--- src/rtl/gf180mcu_osu_sc_12t_bufchain_meas.sv ---
// Launch/capture delay monitor for a 12T buffer characterisation chain.
// Toggles the chain input, times each synchronised round trip and accumulates NSAMP trips.
module gf180mcu_osu_sc_12t_bufchain_meas #(
  parameter int CNT_W   = 8,
  parameter int ACC_W   = 16,
  parameter int NSAMP_W = 4
) (
  input  logic               CLK,
  input  logic               RN,
  input  logic               START,
  input  logic [NSAMP_W-1:0] NSAMP,
  input  logic               CHAIN_IN,
  output logic               CHAIN_OUT,
  output logic               BUSY,
  output logic               DONE,
  output logic [ACC_W-1:0]   RESULT,
  output logic               TIMEOUT_ERR
);

  localparam int SUM_W = ((ACC_W > CNT_W) ? ACC_W : CNT_W) + 1;

  typedef enum logic [1:0] {
    ST_IDLE,
    ST_ARM,
    ST_WAIT,
    ST_FINISH
  } state_t;

  state_t             state;
  logic               s1;
  logic               s2;
  logic [CNT_W-1:0]   trip_cnt;
  logic [NSAMP_W-1:0] samp_cnt;
  logic [NSAMP_W-1:0] nsamp_lat;
  logic [ACC_W-1:0]   acc;

  logic [SUM_W-1:0]   sum_ext;
  logic [ACC_W-1:0]   acc_sat;
  logic [NSAMP_W-1:0] samp_inc;

  // Any carry beyond ACC_W bits means the accumulator must pin at all-ones.
  always_comb begin
    sum_ext  = SUM_W'(acc) + SUM_W'(trip_cnt);
    acc_sat  = (|(sum_ext >> ACC_W)) ? {ACC_W{1'b1}} : sum_ext[ACC_W-1:0];
    samp_inc = samp_cnt + NSAMP_W'(1);
  end

  always_ff @(posedge CLK) begin
    if (!RN) begin
      state       <= ST_IDLE;
      s1          <= 1'b0;
      s2          <= 1'b0;
      trip_cnt    <= '0;
      samp_cnt    <= '0;
      nsamp_lat   <= '0;
      acc         <= '0;
      CHAIN_OUT   <= 1'b0;
      BUSY        <= 1'b0;
      DONE        <= 1'b0;
      RESULT      <= '0;
      TIMEOUT_ERR <= 1'b0;
    end else begin
      s1   <= CHAIN_IN;
      s2   <= s1;
      DONE <= 1'b0;
      case (state)
        ST_IDLE: begin
          if (START) begin
            TIMEOUT_ERR <= 1'b0;
            RESULT      <= '0;
            acc         <= '0;
            samp_cnt    <= '0;
            if (NSAMP != '0) begin
              nsamp_lat <= NSAMP;
              BUSY      <= 1'b1;
              state     <= ST_ARM;
            end else begin
              DONE  <= 1'b1;
              state <= ST_FINISH;
            end
          end
        end
        ST_ARM: begin
          // Launch only once the far end has settled to the current level.
          if (s2 == CHAIN_OUT) begin
            CHAIN_OUT <= ~CHAIN_OUT;
            trip_cnt  <= '0;
            state     <= ST_WAIT;
          end
        end
        ST_WAIT: begin
          if (s2 == CHAIN_OUT) begin
            acc      <= acc_sat;
            samp_cnt <= samp_inc;
            if (samp_inc == nsamp_lat) begin
              RESULT <= acc_sat;
              DONE   <= 1'b1;
              BUSY   <= 1'b0;
              state  <= ST_FINISH;
            end else begin
              state <= ST_ARM;
            end
          end else if (trip_cnt == {CNT_W{1'b1}}) begin
            TIMEOUT_ERR <= 1'b1;
            RESULT      <= acc;
            DONE        <= 1'b1;
            BUSY        <= 1'b0;
            state       <= ST_FINISH;
          end else begin
            trip_cnt <= trip_cnt + CNT_W'(1);
          end
        end
        ST_FINISH: begin
          state <= ST_IDLE;
        end
        default: begin
          state <= ST_IDLE;
        end
      endcase
    end
  end

endmodule

--- config.mk ---
export PLATFORM = sky130hd
export DESIGN_NAME = gf180mcu_osu_sc_12t_bufchain_meas
export DESIGN_NICKNAME = d
export VERILOG_FILES = /design/src/rtl/gf180mcu_osu_sc_12t_bufchain_meas.sv
export SDC_FILE = /design/constraint.sdc
export NUM_CORES = 1
export LEC_CHECK = 0
export BUFFER_PORTS_ARGS = -buffer_cell sky130_fd_sc_hd__buf_2
export CAP_MARGIN = 20
export CORE_ASPECT_RATIO = 1.5
export CORE_MARGIN = 4
export CORE_UTILIZATION = 54
export CTS_CLUSTER_DIAMETER = 100
export DETAILED_ROUTE_END_ITERATION = 8
export GPL_ROUTABILITY_DRIVEN = 0
export PLACE_DENSITY = 0.75
export SLEW_MARGIN = 25
export SYNTH_ARGS = -nofsm -noshare
export SYNTH_HDL_FRONTEND = slang
export SYNTH_SLANG_ARGS = --single-unit
--- constraint.sdc ---
create_clock -name CLK -period 2.3 [get_ports CLK]
set_input_delay 0.46 -clock CLK [delete_from_list [all_inputs] [get_ports CLK]]
set_output_delay 0.46 -clock CLK [all_outputs]
set_load 0.02 [all_outputs]
==> impl_metrics.csv <==
group,metric,value,unit
logic_synthesis,async_flop_share,0,%
placed_design,post-dp-hpwl,5580,microns
drt,drt_iter0_markers,157,
grt,gr-total-overflow,0,
clock_tree,clk_pin_slew,0.09,ns
drt,avgViaCountPerCell,5.95,
timing,fmax,456,MHz
timing,report.final.setup_viol,0,
logic_synthesis,synth_seq_cells,56,
clock_tree,clock_path_buffers,2,
drt,wl_met2,3800,microns
drt,met1_length,3300,microns
clock_tree,cts-root-buf,"clkbuf_8",
placed_design,io_buffers,27,
timing,relSlewSlack,60.0,%
worst_setup_path,required,2.53,ns
logic_synthesis,synth.largest_area_cell,"dfxtp_1",
drt,num_vias,2927,
worst_setup_path,critPathMaxFanout,6,
logic_synthesis,synth_cells,371,
worst_setup_path,path_buf_inv,0,
floorplanning,die_y,101,microns
timing,whs,0.357,ns
logic_synthesis,seq_area_frac_synth,36.2,%
grt,grt_max_degree,28,
worst_setup_path,cp.arrival,2.43,ns
floorplanning,ios,28,
drt,ant_nets,0,
outcome,status,"finished, final reports clean",
power,leakage,0.00148,uW
drt,dr.pass1.iters,4,
grt,grt_pass1_wl,12500,microns
power,power_frac_clock,25.9,%
timing,worst_slack,0.106,ns
power,p_sw_share,32.0,%
grt,antenna_found_initial,0,
floorplanning,die_x,69.8,microns
clock_tree,cts_hold_buf,0,
worst_setup_path,cp_top_family,"compound AO/OA/AOI/OAI gates",
drt,drc,0,
logic_synthesis,syn_area_per_cell,8.35,sq um
cells_and_area,drive_gt1_share,23.2,%
power,irDropWorstVdd,0.464,mV
floorplanning,core_area,0.00553,sq mm
flow_run,cap_viol_max_count,0,
logic_synthesis,ys_top_cells_by_area,"dfxtp_1, o21ai_0, nand2_1",
logic_synthesis,synth_area,0.00310,sq mm
hold_path,hold_path_class,"in -> reg",
grt,grt_pass1_vias,2753,
worst_setup_path,cp_slowest_cell,"a211oi_4",
worst_setup_path,startpoint_type,"flip-flop",
clock_tree,clock-sinks,56,
clock_tree,clock_latency,0.30,ns
clock_tree,htree_num_levels,2,
timing,fin_skew,0.00542,ns
worst_setup_path,crit_chain,"ha_2, fa_2, a211oi_2, o21a_2, a211oi_4, nor2_1, a311o_1, a31oi_1",
logic_synthesis,synth-main-ff-cell,"dfxtp_1",
timing,tightest_slew,0.600,ns
power,p_sw,751,uW
logic_synthesis,synth_top_area_share,36.2,%
clock_tree,cts_buffers,5,
timing,hold_viol_final,0,
timing,slew_viol_final,0,
clock_tree,cts_tree,"done",
timing,rsz0062_at_grt,"no",
power,power.internal,1600,uW
floorplanning,num_rows,33,
worst_setup_path,cp-end-kind,"flip-flop",
floorplanning,die-area,0.00704,sq mm
timing,period_needed,2.19,ns
worst_setup_path,worst-setup-path-type,"reg -> reg",
drt,wire_per_inst,15.5,microns
power,power_frac_comb,27.6,%
logic_synthesis,synth_fp_nets,390,
timing,finalCritPeriodShare,95.4,%
logic_synthesis,ys_types,57,
grt,grtUsageTotal,21.8,%
drt,highest_layer,"met4",
placed_design,dpl_worst_slack,-0.0462,ns
floorplanning,initial_core_util,56.0,%
drt,wirelength,7640,microns
worst_setup_path,slowest_delay,0.44,ns
logic_synthesis,yosys_warnings,0,
cells_and_area,area_growth,19.3,%
power,power_density,636,mW/mm^2
cells_and_area,antenna_cells,0,
drt,wl_met3,308,microns
logic_synthesis,synth_edf_count,0,
cells_and_area,layout.nets,442,
power,seqPwrFrac,46.5,%
-- sequential cells by signal (all words and copies together) (netlist names) --
signal,count
CHAIN_OUT,1
state,2
TIMEOUT_ERR,1
trip_cnt,8
nsamp_lat,4
samp_cnt,4
RESULT,16
BUSY,1
acc,16
DONE,1
s2,1
s1,1
-- cells by family (layout without fill, tap and decap cells) --
logic type | after synthesis | count (layout) | share of synthesized area [%]
flops | 56 | 56 | 36.2
compound gates | 134 | 135 | 29.9
simple gates | 124 | 124 | 19.6
xor+xnor | 18 | 18 | 5.33
mux | 2 | 2 | 0.646
buf+inv | 26 | 76 | 3.64
fa+ha+maj | 11 | 11 | 4.69
-- power groups by stage --
stage | combinational [uW] | sequential, uW | clock [uW]
finish | 649 | 1090 | 609
global route | 717 | 1100 | 664
CTS | 641 | 1090 | 634
detailed placement | 640 | 1110 | 0
global placement | 632 | 1110 | 0
floorplan | 367 | 1180 | 0
-- metrics by stage --
stage | power, uW | instance area [sq um] | setup TNS [ns] | util (%) | std cells
finish | 2350 | 3690 | 0 | 66.8 | 492
global route | 2480 | 3690 | 0 | 66.8 | 492
CTS | 2370 | 3590 | 0 | 64.9 | 489
detailed placement | 1750 | 3480 | -0.0818 | 62.8 | 481
global placement | 1740 | 3480 | 0 | 62.8 | 481
floorplan | 1540 | 3100 | 0 | - | 371
-- area by class of cell --
cell class | instances | area, sq um
Sequential cell | 56 | 1130
Clock buffer | 5 | 68.8
Timing Repair Buffer | 64 | 413
Inverter | 6 | 22.5
Clock inverter | 1 | 30.0
Fill cell | 476 | 1840
Tap cell | 70 | 87.6
Multi-Input combinational cell | 290 | 1950
-- final timing paths --
| kind | from | end | slack [ns] | cells after the start |
|---|---|---|---|---|
| setup / recovery | trip_cnt[0] | RESULT[7] | 0.11 | 8 |
| hold / removal | CHAIN_IN | s1 | 0.36 | 2 |
| setup reg to reg | trip_cnt[0] | RESULT[7] | 0.11 | 8 |
| hold reg to reg | s1 | s2 | 0.45 | 1 |
-- cells in the final DEF, fill, tap and decap left out, types with 11 or more instances in the layout --
master	synthesis	routed
a21boi_0	14	14
a21oi_1	18	18
and2_1	11	11
buf_2	6	27
buf_4	2	37
dfxtp_1	56	52
nand2_1	40	40
nand3_1	12	12
nor2_1	24	23
o21ai_0	35	30
-- synthesized netlist by cell type, drive strengths merged (4+ instances only) --
library cell,n
o211ai,4
and3,4
nor2,24
xor2,9
o21ai,38
a21o,6
a22o,4
xnor2,9
a211oi,4
a31oi,7
o21a,7
a21oi,18
a21boi,15
nor2b,10
dfxtp,56
nand4,9
nand3,12
clkbuf,12
o211a,4
a22oi,5
nor3,6
buf,8
ha,10
nand2,40
and2,11
inv,6
-- layer usage --
metal,track usage [%],vias up
li1,-,1461
met1,25.7,1378
met2,38.3,68
met3,3.39,20
met4,10.5,0
met5,0,-
-- what timing repair did --
item,4_1_cts,5_1_grt
setup buffers,2,2
setup endpoints to repair,5,31
resized for setup,0,23
cloned,0,1
pin swaps,1,5
Power figures use the tool's default switching activity.
